==> config.mk <==
export PLATFORM = sky130hd
export DESIGN_NAME = fft_data_framer
export DESIGN_NICKNAME = d
export VERILOG_FILES = /design/src/rtl/fft_data_framer.sv
export SDC_FILE = /design/constraint.sdc
export NUM_CORES = 1
export LEC_CHECK = 0
export BUFFER_PORTS_ARGS = -buffer_cell sky130_fd_sc_hd__buf_2
export CELL_PAD_IN_SITES_DETAIL_PLACEMENT = 0
export CELL_PAD_IN_SITES_GLOBAL_PLACEMENT = 1
export CORE_MARGIN = 3
export CORE_UTILIZATION = 58
export DETAILED_ROUTE_END_ITERATION = 10
export PLACE_DENSITY_LB_ADDON = 0.3
export SLEW_MARGIN = 10
export SYNTH_ARGS = -nofsm -noshare
export SYNTH_HDL_FRONTEND = slang
export SYNTH_SLANG_ARGS = --single-unit
==> constraint.sdc <==
create_clock -name clk -period 10.1 [get_ports clk]
set_input_delay 1.01 -clock clk [delete_from_list [all_inputs] [get_ports clk]]
set_output_delay 1.01 -clock clk [all_outputs]
set_load 0.05 [all_outputs]
==> src/rtl/fft_data_framer.sv <==
// Input-data stage for the FFT core: buffers an unframed ADC sample stream and frames it
// with tlast, holding off between frames so a committed config packet reaches the core first.
module fft_data_framer #(
   parameter int unsigned DATA_WIDTH      = 32,
   parameter int unsigned LOG2_MAX_LEN    = 10,
   parameter int unsigned FIFO_DEPTH_LOG2 = 4,
   parameter int unsigned HOLD_CYCLES     = 4
) (
   input  logic                  clk,
   input  logic                  resetn,
   input  logic                  enable,
   input  logic [4:0]            frame_len_log2,
   input  logic                  cfg_commit,
   input  logic                  s_axis_tvalid,
   output logic                  s_axis_tready,
   input  logic [DATA_WIDTH-1:0] s_axis_tdata,
   output logic                  m_axis_tvalid,
   input  logic                  m_axis_tready,
   output logic [DATA_WIDTH-1:0] m_axis_tdata,
   output logic                  m_axis_tlast,
   output logic [31:0]           frame_count,
   output logic                  overflow,
   input  logic                  overflow_clr,
   output logic                  busy
);
   localparam int unsigned DEPTH = 2 ** FIFO_DEPTH_LOG2;
   localparam int unsigned AW    = FIFO_DEPTH_LOG2;
   localparam int unsigned CW    = FIFO_DEPTH_LOG2 + 1;
   localparam int unsigned SW    = LOG2_MAX_LEN;
   localparam int unsigned HW    = (HOLD_CYCLES > 1) ? $clog2(HOLD_CYCLES) : 1;

   typedef enum logic [1:0] {IDLE, STREAM, HOLD} state_t;

   state_t                state, state_nx;
   logic [4:0]            l_q, l_nx;
   logic [SW-1:0]         cnt, cnt_nx;
   logic [HW-1:0]         hold_cnt, hold_nx;
   logic                  pend, pend_nx;
   logic [DATA_WIDTH-1:0] mem [DEPTH];
   logic [AW-1:0]         wr_ptr, rd_ptr;
   logic [CW-1:0]         fifo_cnt, occ;
   logic                  hs, last_hs, wr_req, drop, wr_en, ld_en, ld_last, flush;

   function automatic logic [4:0] clamp_l(input logic [4:0] l);
      if (l < 5'd3) return 5'd3;
      if ({27'd0, l} > LOG2_MAX_LEN) return 5'(LOG2_MAX_LEN);
      return l;
   endfunction

   function automatic logic [SW-1:0] last_idx(input logic [4:0] l);
      return {SW{1'b1}} >> (5'(LOG2_MAX_LEN) - l);
   endfunction

   // Next-state, frame counting and FIFO control
   always_comb begin
      state_nx = state;
      l_nx     = l_q;
      cnt_nx   = cnt;
      hold_nx  = hold_cnt;
      pend_nx  = pend;
      hs       = m_axis_tvalid & m_axis_tready;
      last_hs  = hs & m_axis_tlast;
      if (cfg_commit && state != IDLE) pend_nx = 1'b1;
      if (hs) cnt_nx = last_hs ? '0 : cnt + SW'(1);
      case (state)
         IDLE: begin
            if (enable) begin
               state_nx = STREAM;
               l_nx     = clamp_l(frame_len_log2);
               cnt_nx   = '0;
            end
         end
         STREAM: begin
            if (last_hs) begin
               if (!enable) begin
                  state_nx = IDLE;
               end else if (pend_nx) begin
                  state_nx = HOLD;
                  pend_nx  = 1'b0;
                  hold_nx  = '0;
               end else begin
                  l_nx = clamp_l(frame_len_log2);
               end
            end
         end
         HOLD: begin
            if (hold_cnt == HW'(HOLD_CYCLES - 1)) begin
               state_nx = enable ? STREAM : IDLE;
               l_nx     = clamp_l(frame_len_log2);
            end else begin
               hold_nx = hold_cnt + HW'(1);
            end
         end
         default: state_nx = IDLE;
      endcase
      if (state_nx == IDLE) pend_nx = 1'b0;
      // Occupancy includes the output register; a handshake frees a slot this cycle
      flush   = (state_nx == IDLE);
      occ     = fifo_cnt + CW'(m_axis_tvalid);
      wr_req  = s_axis_tvalid && (state != IDLE);
      drop    = wr_req && (occ == CW'(DEPTH)) && !hs;
      wr_en   = wr_req && !drop;
      ld_en   = (state_nx == STREAM) && (!m_axis_tvalid || hs) && (fifo_cnt != '0);
      ld_last = (cnt_nx == last_idx(l_nx));
   end

   always_ff @(posedge clk) begin
      if (wr_en) mem[wr_ptr] <= s_axis_tdata;
   end

   always_ff @(posedge clk or negedge resetn) begin
      if (!resetn) begin
         state         <= IDLE;
         l_q           <= 5'd3;
         cnt           <= '0;
         hold_cnt      <= '0;
         pend          <= 1'b0;
         wr_ptr        <= '0;
         rd_ptr        <= '0;
         fifo_cnt      <= '0;
         s_axis_tready <= 1'b0;
         m_axis_tvalid <= 1'b0;
         m_axis_tdata  <= '0;
         m_axis_tlast  <= 1'b0;
         frame_count   <= '0;
         overflow      <= 1'b0;
         busy          <= 1'b0;
      end else begin
         state         <= state_nx;
         l_q           <= l_nx;
         cnt           <= cnt_nx;
         hold_cnt      <= hold_nx;
         pend          <= pend_nx;
         s_axis_tready <= 1'b1;
         busy          <= (state_nx != IDLE);
         if (last_hs) frame_count <= frame_count + 32'd1;
         if (drop) overflow <= 1'b1;
         else if (overflow_clr) overflow <= 1'b0;
         if (flush) begin
            wr_ptr   <= '0;
            rd_ptr   <= '0;
            fifo_cnt <= '0;
         end else begin
            if (wr_en) wr_ptr <= wr_ptr + AW'(1);
            if (ld_en) rd_ptr <= rd_ptr + AW'(1);
            fifo_cnt <= fifo_cnt + CW'(wr_en) - CW'(ld_en);
         end
         if (ld_en) begin
            m_axis_tvalid <= 1'b1;
            m_axis_tdata  <= mem[rd_ptr];
            m_axis_tlast  <= ld_last;
         end else if (hs) begin
            m_axis_tvalid <= 1'b0;
            m_axis_tlast  <= 1'b0;
         end
      end
   end
endmodule

==> results of run 1 <==
worst max-delay path, cell delays in order, from the launching register on:
cell and delay, ns:
dfrtp_1 0.56, ha_1 0.24, ha_1 0.18, nand2_1 0.07
xnor2_1 0.13, nand4_1 0.10, nor2b_1 0.48, inv_1 0.19
nor3b_1 0.40, and2_2 0.85
cell type report:
class	instances	area share [%]
inverter	22	0.300
timing repair buffer	119	2.23
clock buffer	72	5.76
antenna	1	0.00908
sequential	614	65.1
tap	532	2.42
multi-input combinational	518	22.7
clock inverter	42	1.51
flip-flops by register name, summed over array words and instances (netlist names), 2 cells and up:
name and count:
cnt 10, wr_ptr 4, fifo_cnt 5, l_q 5
hold_cnt 2, mem 512, rd_ptr 4, state 2
frame_count 32, m_axis_tdata 32
power by group:
group	internal, W	switching [W]	total (W)
Combinational	0.00113	0.00125	0.00238
Sequential	0.00309	0.000290	0.00338
Clock	0.00128	0.000945	0.00223
Total	0.00550	0.00249	0.00799
per-layer routing:
metal	vias to the layer above	share of wire [%]	GRT usage, %
met2	395	50	35.9
met5	-	0.099	0
li1	5132	-	-
met4	6	2.2	6.56
met3	81	5.7	3.85
met1	6099	42	31.2
synthesized netlist by cell type (13+ instances only):
cell      count  area share (%)
edfxtp_1    512              63
mux4_2      160              15
dfrtp_1     100              10
nand2_1      50            0.77
xnor2_1      38             1.4
clkbuf_1     36            0.55
nor2_1       36            0.55
mux2_2       34             1.6
ha_1         22             1.1
inv_1        21            0.32
and2_1       20            0.51
xor2_1       17            0.61
a21oi_1      13            0.27
buf_1        13            0.20
nand4_1      13            0.33
stage by stage:
| step | std cells | utilization [%] |
|---|---|---|
| floorplan | 1206 | - |
| global placement | 1805 | 62.0 |
| detailed placement | 1805 | 62.0 |
| CTS | 1919 | 66.9 |
| global route | 1920 | 66.9 |
| finish | 1920 | 66.9 |
kinds of logic (layout without fill, tap and decap cells):
logic type,Yosys count,in the layout,share of synthesized area (%)
compound gates,49,49,1.48
xor+xnor,56,56,2.04
fa+ha+maj,23,23,1.21
buf+inv,74,255,1.15
flops,614,614,73.4
mux,200,200,16.6
other cells,1,2,0.0154
simple gates,189,189,4.11
worst min path at each step:
stage	to	startpoint	cells after the start	slack, ns
after floorplan	hold_cnt[0]$_DFFE_PN0P_	hold_cnt[0]$_DFFE_PN0P_	1	0.46
after global placement	frame_count[31]$_DFFE_PN0P_	frame_count[31]$_DFFE_PN0P_	1	0.46
after detailed placement	frame_count[31]$_DFFE_PN0P_	frame_count[31]$_DFFE_PN0P_	1	0.46
after CTS	m_axis_tdata[3]$_DFFE_PN0P_	resetn	1	0.38
after global routing	m_axis_tdata[3]$_DFFE_PN0P_	resetn	1	0.41
final	frame_count[0]$_DFFE_PN0P_	resetn	1	0.38
==> results.toml, run 1 <==
[grt]
grt_max_degree = 72
antenna_found_initial = 4
grt_pass1_vias = 12117
grt_first_pass_wirelength_um = 73500
grt.total_usage_pct = 22.0
grt-ovfl-total = 0

[setup_path]
r2r_cells = 9
rr_startpoint = "m_axis_tvalid$_DFFE_PN0P_"
reg2reg_to = "mem[10][28]$_DFFE_PP_"
cp-end-kind = "flip-flop"
rrSetupSlack_ns = 6.50
critPathKind = "reg2reg"
critPathCapture = "mem[10][28]$_DFFE_PP_"
critPathArrivalTime_ns = 3.84
cp-start-kind = "flip-flop"
crit_start = "m_axis_tvalid$_DFFE_PN0P_"
crit_required_ns = 10.33
path_max_fanout = 32

[drt]
vias = 11713
drt-total-wl_um = 47600
drt_iter0_drc = 1107
drc = 0
dr.pass1.iters = 5
via_per_inst = 6.10
antenna_left = 0
wl_per_cell_um = 24.8

[synthesis]
synth_warnings = 0
synth_flop_cell = "edfxtp_1"
yosysUniqueCellTypes = 67
synth_edf_count = 512
syn_nets = 1273
synth_cells = 1206
ys_seq_area_share_pct = 73.4
ys_ff_latch = 614
syn_area_um2 = 24400
async_flop_share_pct = 16.6
synth.avg_cell_area_um2 = 20.3

[clock_tree]
cts_tree = "done"
cts_hold_buf = 0
cts.sinks = 614
cts_setup_buffers = 0
cts_made_buffers = 60
clk_latency_ns = 0.62
post_cts_resized = 0
clockRootBuffer = "clkbuf_16"
clk_path_buf_depth = 3
clk_pin_slew_worst_paths_ns = 0.06
cts_max_level = 2

[final_layout]
most-common-layout-cells = "edfxtp_1, mux4_2, buf_2, dfrtp_1, clkbuf_16"
syn2layout_area_growth_pct = 12.8
nFillCells = 2654
num-nets-final = 1402
multiInputGateArea_um2 = 6240
layout-drive-gt1-share_pct = 31.9
final_common_cell = "edfxtp_1"
seqCellArea_um2 = 17900
final_cell_area_um2 = 27600

[timing]
setup_ws_ns = 6.50
rsz0062_at_grt = "false"
whs_ns = 0.384
tns_ns = 0
final-setup-viol-count = 0
finalHoldViolations = 0
tightest_slew_ns = 1.09
period_needed_ns = 3.60
fin_crit_sh_pct = 35.7
skew_ns = 0.0194
finalMaxSlewViolations = 0
max_freq_mhz = 277
slew_headroom_pct = 27.0

[floorplan]
initial_core_util_pct = 59.3
die_x_um = 211
num_rows = 74
io_pins = 113
dieArea_um2 = 44600
dieHeight_um = 211
core_area_um2 = 41200

[power]
vdd_drop_max_uv = 232
power_density_nw_per_um2 = 290
p_leak_nw = 9.54
fin_total_pwr_w = 0.00799

[place]
dp_slack_ns = 5.92
numPortBuffers = 112
gp_congestion = 0.850
dp_hpwl_um = 26600
placedInstanceArea_um2 = 25500

[hold_path]
hp-class = "in2async"

[job]
maxCapViolCount = 0

[status]
outcome = "finished, final reports clean"
Power figures use the tool's default switching activity.
==> run 2: changes to the inputs <==
- CORE_UTILIZATION: 58 -> 49
- clock period: 10.1 -> 2.97 ns (I/O delays scaled with it)
==> results.toml, run 2 (same netlist as run 1, synthesis figures left out) <==
[timing]
skew_ns = 0.0294
rsz0062_at_grt = "true"
period_needed_ns = 3.07
slew_headroom_pct = 50.5
fin_crit_sh_pct = 103
finalMaxSlewViolations = 0
finalHoldViolations = 0
final-setup-viol-count = 1
max_freq_mhz = 326
setup_ws_ns = -0.0984
tightest_slew_ns = 0.743

[place]
numPortBuffers = 112
dp_hpwl_um = 30100
place_inst = 2017
gp_congestion = 0.828
dp_slack_ns = -0.241

[final_layout]
layout-drive-gt1-share_pct = 37.1
max_flop_register = "mem"
fin_cells = 2142
num-nets-final = 1493
largest_reg_flops = 512
fin_util_pct = 59.2
most-common-layout-cells = "edfxtp_1, mux4_2, buf_2, dfrtp_1, clkbuf_16"
final_common_cell = "edfxtp_1"
n_antenna_cell = 0
syn2layout_area_growth_pct = 18.8
seqCellArea_um2 = 17900
top_regs = "mem x512, frame_count x32, m_axis_tdata x32"
nFillCells = 3524
multiInputGateArea_um2 = 6350

[clock_tree]
clk_pin_slew_worst_paths_ns = 0.06
cts_made_buffers = 66
clk_path_buf_depth = 3
cts.sinks = 614
clockRootBuffer = "clkbuf_16"
clk_latency_ns = 0.60
cts_max_level = 3
cts_tree = "done"

[power]
fin_total_pwr_w = 0.0289
p_leak_nw = 10.2
power_density_nw_per_um2 = 997
clock_power_share_pct = 28.9
p_sw_w = 0.00874
combPwrFrac_pct = 32.7
vdd_drop_max_uv = 666
p_sw_share_pct = 30.2
pwr-share-seq_pct = 38.4
internal_power_w = 0.0202

[setup_path]
r2r_cells = 12
critPathCapture = "m_axis_tlast$_DFFE_PN0P_"
reg2reg_to = "m_axis_tlast$_DFFE_PN0P_"
rr_startpoint = "state[1]$_DFF_PN0_"
cp-end-kind = "flip-flop"
cp-start-kind = "flip-flop"
crit_start = "state[1]$_DFF_PN0_"
crit_required_ns = 3.50
critPathArrivalTime_ns = 3.60
critPathKind = "reg2reg"
rrSetupSlack_ns = -0.1
path_max_fanout = 6

[floorplan]
num_rows = 81
die_x_um = 229
io_pins = 113
initial_core_util_pct = 49.8
dieArea_um2 = 52600
core_area_um2 = 49100
dieHeight_um = 229

[grt]
busiest_layer = "met2"
grt.total_usage_pct = 20.4
grt_use_met3_pct = 4.03
grt_pass1_vias = 12714
grtUsageMet2_pct = 34.5
grt_first_pass_wirelength_um = 79500
grt-ovfl-total = 0
antenna_found_initial = 5
grt_max_degree = 48
use_met1_pct = 27.4

[drt]
wl_per_cell_um = 24.4
via_per_inst = 5.69
dr.pass1.iters = 5
drt-total-wl_um = 52300
drt_iter0_drc = 984
antenna_left = 0
drc = 0
vias = 12193

[status]
violations = "negative setup slack"
outcome = "complete, but fails checks"

[job]
maxCapViolCount = 0

[hold_path]
hp-class = "in2reg"
## run 2: cell types whose count changed in the layout (fill, tap and decap cells not counted), sizes merged
cell	before	now
buf	119	202
clkbuf	72	84
clkinvlp	11	4
bufinv	6	9
clkinv	23	21
dlygate4sd3	0	2
diode	1	0
## run 2: cell type report
| cell class | count | area share, % |
|---|---|---|
| Clock buffer | 84 | 6.28 |
| Multi-Input combinational cell | 518 | 21.9 |
| Inverter | 22 | 0.285 |
| Sequential cell | 614 | 61.8 |
| Tap cell | 664 | 2.86 |
| Timing Repair Buffer | 204 | 5.46 |
| Clock inverter | 36 | 1.42 |
## run 2: worst min path at each step
stage | start | end | slack [ns] | depth (start not counted)
after global routing | s_axis_tdata[30] | mem[3][30]$_DFFE_PP_ | 0.07 | 1
after detailed placement | resetn | overflow$_DFFE_PN0P_ | 0.42 | 1
after floorplan | resetn | busy$_DFF_PN0_ | 0.001 | 0
after global placement | resetn | overflow$_DFFE_PN0P_ | 0.42 | 1
after CTS | frame_len_log2[4] | l_q[0]$_DFF_PN1_ | 0.04 | 3
final | s_axis_tdata[3] | mem[14][3]$_DFFE_PP_ | 0.08 | 1
## run 2: power by group through the flow
stage / combinational [W] / sequential, W / clock [W]
floorplan: 0.00586 / 0.0119 / 0
global placement: 0.00945 / 0.0113 / 0
detailed placement: 0.00954 / 0.0113 / 0
CTS: 0.00958 / 0.0111 / 0.00858
global route: 0.0102 / 0.0112 / 0.00892
finish: 0.00946 / 0.0111 / 0.00837
## run 2: per-stage QoR
step	instance area (um^2)	hold WS, ns	setup TNS, ns
2_1_floorplan	24500	0.00141	-0.177
3_3_place_gp	26700	0.417	-0.231
3_5_place_dp	26700	0.421	-0.241
4_1_cts	29000	0.0417	-0.107
5_1_grt	29000	0.0729	-0.217
6_report	29000	0.0789	-0.0984
## run 2: critical path, cell delays in order (launching register included)
cell and delay, ns:
dfrtp_1 0.38, or4b_4 0.53, o211a_4 0.30, nor4_4 0.23, a21oi_2 0.06, ha_2 0.19, inv_2 0.07, ha_4 0.21
or3_1 0.34, a2bb2o_2 0.24, a32o_1 0.12, o2111a_1 0.19, a41o_1 0.15
## run 2: metal layers
| metal | part of all wire [%] | vias up | wire (um) |
|---|---|---|---|
| li1 | - | 5326 | - |
| met1 | 41 | 6440 | 21600 |
| met2 | 51 | 339 | 26700 |
| met3 | 5.8 | 78 | 3010 |
| met4 | 1.7 | 10 | 897 |
| met5 | 0.14 | - | 72 |
## run 2: repair_timing
action / CTS / global route
hold buffers: 2 / 0
setup buffers: 0 / 3
resized for setup: 2 / 8
pin swaps: 2 / 4
hold endpoints to repair: 44 / 0
endpoints found under the setup margin: 1 / 2
